`src/rtl/ifetch_unit.sv`:
```
// ============================================================================
// Module      : ifetch_unit
// Description : Sequential instruction fetch with a 2-entry {pc, inst} FIFO,
//               redirect handling and misalignment / range fault reporting.
// Revision    : 1.0 - initial release
// ============================================================================
`default_nettype none
`timescale 1ns/1ps

module ifetch_unit #(
    parameter logic [31:0] RESET_PC   = 32'h0000_0000,
    parameter int          IMEM_WORDS = 32
) (
    input  logic        clk,
    input  logic        rst_n,
    output logic [31:0] imem_pc,
    input  logic [31:0] imem_inst,
    input  logic        redirect_valid,
    input  logic [31:0] redirect_pc,
    output logic        out_valid,
    input  logic        out_ready,
    output logic [31:0] out_inst,
    output logic [31:0] out_pc,
    output logic [1:0]  fault
);

    localparam logic [1:0] c_IDLE  = 2'd0;
    localparam logic [1:0] c_RUN   = 2'd1;
    localparam logic [1:0] c_FAULT = 2'd2;

    localparam logic [1:0] c_FAULT_NONE     = 2'b00;
    localparam logic [1:0] c_FAULT_MISALIGN = 2'b01;
    localparam logic [1:0] c_FAULT_RANGE    = 2'b10;

    localparam logic [30:0] c_IMEM_WORDS = 31'(IMEM_WORDS);

    logic [1:0]  r_state;
    logic [31:0] r_fetch_pc;
    logic [1:0]  r_count;
    logic        r_wr_ptr;
    logic        r_rd_ptr;
    logic [1:0]  r_fault;
    logic [31:0] r_buf_pc   [2];
    logic [31:0] r_buf_inst [2];

    logic        w_pop;
    logic        w_in_range;
    logic        w_push;

    assign imem_pc   = r_fetch_pc;
    assign out_valid = (r_count != 2'd0);
    assign out_pc    = r_buf_pc[r_rd_ptr];
    assign out_inst  = r_buf_inst[r_rd_ptr];
    assign fault     = r_fault;

    assign w_pop      = out_valid & out_ready;
    assign w_in_range = ({1'b0, r_fetch_pc[31:2]} < c_IMEM_WORDS);
    // A full FIFO can still accept a fetch when the head leaves in the same cycle.
    assign w_push     = !redirect_valid && (r_state == c_RUN) && w_in_range
                        && ((r_count != 2'd2) || w_pop);

    always_ff @(posedge clk or negedge rst_n) begin
        if (!rst_n) begin
            r_state       <= c_IDLE;
            r_fetch_pc    <= RESET_PC;
            r_count       <= 2'd0;
            r_wr_ptr      <= 1'b0;
            r_rd_ptr      <= 1'b0;
            r_fault       <= c_FAULT_NONE;
            r_buf_pc[0]   <= 32'h0;
            r_buf_pc[1]   <= 32'h0;
            r_buf_inst[0] <= 32'h0;
            r_buf_inst[1] <= 32'h0;
        end else if (redirect_valid) begin
            // Redirect flushes everything, including a pop offered this cycle.
            r_count    <= 2'd0;
            r_wr_ptr   <= 1'b0;
            r_rd_ptr   <= 1'b0;
            r_fetch_pc <= redirect_pc;
            if (redirect_pc[1:0] != 2'b00) begin
                r_state <= c_FAULT;
                r_fault <= c_FAULT_MISALIGN;
            end else begin
                r_state <= c_RUN;
                r_fault <= c_FAULT_NONE;
            end
        end else begin
            case (r_state)
                c_IDLE:  r_state <= c_RUN;
                c_RUN: begin
                    if (!w_in_range) begin
                        r_state <= c_FAULT;
                        r_fault <= c_FAULT_RANGE;
                    end
                end
                c_FAULT: r_state <= c_FAULT;
                default: r_state <= c_IDLE;
            endcase

            if (w_push) begin
                r_buf_pc[r_wr_ptr]   <= r_fetch_pc;
                r_buf_inst[r_wr_ptr] <= imem_inst;
                r_wr_ptr             <= ~r_wr_ptr;
                r_fetch_pc           <= r_fetch_pc + 32'd4;
            end

            if (w_pop) begin
                r_rd_ptr <= ~r_rd_ptr;
            end

            if (w_push && !w_pop) begin
                r_count <= r_count + 2'd1;
            end else if (!w_push && w_pop) begin
                r_count <= r_count - 2'd1;
            end
        end
    end

endmodule

`default_nettype wire

```
`config.mk`:
```
export PLATFORM = sky130hd
export DESIGN_NAME = ifetch_unit
export DESIGN_NICKNAME = d
export VERILOG_FILES = /design/src/rtl/ifetch_unit.sv
export SDC_FILE = /design/constraint.sdc
export NUM_CORES = 1
export LEC_CHECK = 0
export CORE_UTILIZATION = 45
export DETAILED_ROUTE_END_ITERATION = 10
export PLACE_DENSITY = 0.76
export SLEW_MARGIN = 20
export SYNTH_ARGS = -nofsm -noshare
export SYNTH_HDL_FRONTEND = slang
export SYNTH_SLANG_ARGS = --single-unit
```
`constraint.sdc`:
```
create_clock -name clk -period 2.5 [get_ports clk]
set_clock_uncertainty 0.15 [all_clocks]
set_input_delay 0.5 -clock clk [delete_from_list [all_inputs] [get_ports clk]]
set_output_delay 0.5 -clock clk [all_outputs]
set_load 0.01 [all_outputs]
```
==> out/qor.tcl <==
set qor(power_density_nw_per_um2) 614
set qor(wl_mm) 15.7
set qor(rsz0062_at_grt) {no}
set qor(fp.dieH_um) 128
set qor(mappedNetlistArea_sq_um) 7150
set qor(syn-instance-count) 502
set qor(crit_required_ns) 1.85
set qor(setup.worst_path.start) {r_rd_ptr}
set qor(path_clk_slew_ns) 0.06
set qor(critical_path.max_fanout) 15
set qor(antenna_cells) 0
set qor(timing.hold.worst.start) {r_buf_inst[50]}
set qor(clock-sinks) 168
set qor(std_cell_rows) 45
set qor(placement.io_buffers) 166
set qor(period_minus_slack_ns) 2.40
set qor(first_global_vias) 5120
set qor(initial_utilization_pct) 46.5
set qor(drt-wirelength-per-cell_um) 17.1
set qor(ant_nets) 0
set qor(clock_tree.root_cell) {clkbuf_16}
set qor(crit_type) {reg2out}
set qor(postSynthRegisterBits) 168
set qor(maxClockFrequency_mhz) 417
set qor(fin_nets) 766
set qor(power_report.internal_total_mw) 4.77
set qor(cts.htree.levels) 4
set qor(synth_enable_flop_cells) 0
set qor(crit_reg_reg_startpoint) {imem_pc[25]}
set qor(power.switching_mw) 1.31
set qor(clock_path_buffers) 2
set qor(dpl.hpwl_mm) 10.8
set qor(drive_gt1_share_pct) 29.5
set qor(antenna_violations_before_repair) 0
set qor(timing.final.max_slew_violations) 0
set qor(critical-path-max-stage-delay_ns) 0.39
set qor(ys_types) 40
set qor(worst_path_most_repeated_cell) {buf_12}
set qor(timing.critical_path.max_delay_family) {buffers and inverters}
set qor(postSynth.asyncResetShare_pct) 100
set qor(drt_iter0_markers) 311
set qor(yosys_warnings) 0
set qor(number_of_standard_cells_in_the_final_layout_excluding_fillers) 919
set qor(core_area_sq_um) 15400
set qor(cts_tree) {built}
set qor(portion_of_total_power_attributed_to_combinational_logic_pct) 7.7
set qor(grt_start_max_net_pins) 57
set qor(track_usage_pct) 20.6
set qor(boundaryPins) 167
set qor(total_power_of_the_final_layout_mw) 6.08
set qor(period_share_pct) 96.0
set qor(crit_path_end_kind) {output port}
set qor(crit_slowest_cell) {dfrtp_2}
set qor(cellLeakagePower_nw) 5.02
set qor(series_of_cell_instances_along_the_critical_path) {buf_12 -> buf_12 -> mux2_2 -> dlygate4sd2_1}
set qor(cp.arrival_ns) 1.75
set qor(maxCapViolCount) 0
set qor(final-hold-violation-count) 0
set qor(cts_buffer_count) 17
set qor(swShare_pct) 21.5
set qor(cp_num_buf_inv) 3
set qor(yosysSeqAreaShare_pct) 58.8
set qor(post_drt_via_cell_ratio) 5.14
set qor(power.clock.fraction_pct) 45.4
set qor(startpoint_type) {flop}
set qor(overflow) 0
set qor(detailroute.via_count) 4724
set qor(vdd.ir_drop.worst_v) 0.000442
set qor(grt_first_pass_wirelength_mm) 26.0
set qor(power.share.sequential_pct) 46.9
set qor(outcome) {finished, final reports clean}
set qor(setup_viol) 0
set qor(detail_route.drc_violations) 0
set qor(gp_routability_congestion) 0.821
set qor(min_path_type) {reg2reg}
set qor(synth_top_flop_cell) {dfrtp_1}
set qor(clk_latency_worst_skew_pair_ns) 0.42
set qor(layout-area-overhead-vs-synth_pct) 38.5
set qor(dr.pass1.iters) 4
set qor(postSynthAreaPerCell_sq_um) 14.2
set qor(finalHoldWorstSlack_ns) 0.327
set qor(slew-limit-headroom_pct) 70.6
set qor(die_x_um) 128
set qor(timing_worst_slew_pin_value_ns) 0.441
set qor(synthesis.nets) 573
set qor(die_area_sq_um) 16400
set qor(dp.cells) 881
[path summary, 6_finish.rpt]
kind,to,slack [ns],cells after the start
max in group asynchronous,r_buf_pc[45],1.05,3
min,r_buf_inst[50],0.33,1
max reg2reg,r_buf_inst[6],0.13,5
min in group asynchronous,r_buf_pc[14],0.38,2
max,out_pc[9],0.10,4
min reg2reg,r_buf_inst[50],0.33,1
[state kept, by name, indices dropped and copies added (netlist names)]
name	flops
fault	2
imem_pc	32
r_buf_inst	64
r_buf_pc	64
r_count	2
r_rd_ptr	1
r_state	2
r_wr_ptr	1
[stage by stage]
step / setup slack (ns) / instance area [sq um] / TNS [ns] / util (%)
after floorplan: 0.0613 / 7150 / 0 / -
after global routing: 0.00989 / 9910 / 0 / 64.5
after global placement: -0.148 / 9240 / -7.20 / 60.1
final: 0.101 / 9910 / 0 / 64.5
after detailed placement: -0.172 / 9240 / -8.97 / 60.1
after CTS: 0.0379 / 9910 / 0 / 64.5
[Yosys cell counts, types with 4 or more instances]
master | count | area share (%)
a21oi_1 | 4 | 0.28
nor2b_1 | 56 | 4.9
mux2_2 | 133 | 21
dfrtp_1 | 168 | 59
clkbuf_1 | 17 | 0.89
buf_6 | 4 | 0.63
o21ai_0 | 6 | 0.42
inv_1 | 6 | 0.31
nor4_1 | 7 | 0.61
nand3_1 | 8 | 0.56
nand2_1 | 5 | 0.26
mux2_1 | 35 | 5.5
and4_1 | 4 | 0.49
nor2_1 | 7 | 0.37
buf_2 | 5 | 0.35
[worst reg2reg max path, cell delays in order, from the launching register on]
cell     delay [ns]
dfrtp_1        0.42
nor4_4         0.43
and4_1         0.36
and4_2         0.32
buf_12         0.19
mux2_2         0.38
[power groups by stage]
stage               logic (mW)  clock network [mW]  registers, mW
CTS                      0.474                2.83           2.85
detailed placement       0.468                   0           2.90
floorplan                0.111                   0           2.91
global route             0.508                2.94           2.86
finish                   0.466                2.76           2.85
global placement         0.457                   0           2.90
[logic make-up after synthesis]
group	count (synthesis)	share of synthesized area (%)
xor+xnor	1	0.122
compound gates	26	2.54
simple gates	104	9.41
flops	168	58.8
buf+inv	32	2.19
mux	168	26.4
fa+ha+maj	3	0.525
[area by class of cell]
class / count / area (sq um)
clock buffer: 20 / 457
clock inverter: 12 / 174
multi-input combinational: 302 / 2790
fill: 1171 / 5460
timing repair buffer: 200 / 1990
tap: 211 / 264
inverter: 6 / 22.5
sequential: 168 / 4210
[cells in the final DEF (no fill, tap or decap), drive strengths merged, types with 2 or more instances in the layout]
| master | n |
|---|---|
| a21oi | 4 |
| a22oi | 2 |
| a311oi | 2 |
| a31oi | 2 |
| and4 | 4 |
| buf | 35 |
| bufinv | 4 |
| clkbuf | 20 |
| clkdlybuf4s15 | 2 |
| clkdlybuf4s50 | 100 |
| clkinv | 7 |
| dfrtp | 168 |
| dlygate4sd2 | 61 |
| ha | 3 |
| inv | 6 |
| mux2 | 168 |
| nand2 | 5 |
| nand3 | 8 |
| nand4 | 4 |
| nor2 | 7 |
| nor2b | 56 |
| nor3 | 2 |
| nor4 | 10 |
| o211ai | 3 |
| o21ai | 6 |
| or3 | 2 |
[metal layers]
| layer | GRT usage (%) | part of all wire, % | up-vias |
|---|---|---|---|
| met4 | 7.06 | 1.2 | 0 |
| met3 | 6.01 | 6.2 | 16 |
| met2 | 34.2 | 50 | 148 |
| met1 | 25.8 | 43 | 2375 |
| met5 | 0 | 0 | - |
| li1 | - | - | 2185 |
[timing repair]
| action | CTS | global route |
|---|---|---|
| resized for setup | 69 | 1 |
| endpoints found under the hold margin | 29 | 0 |
| setup endpoints to repair | 63 | 1 |
| pin swaps | 0 | 0 |
| gates cloned | 2 | 0 |
| hold buffers | 1 | 0 |
| setup buffers | 3 | 0 |
No activity file was read; power rests on OpenSTA's default activity.
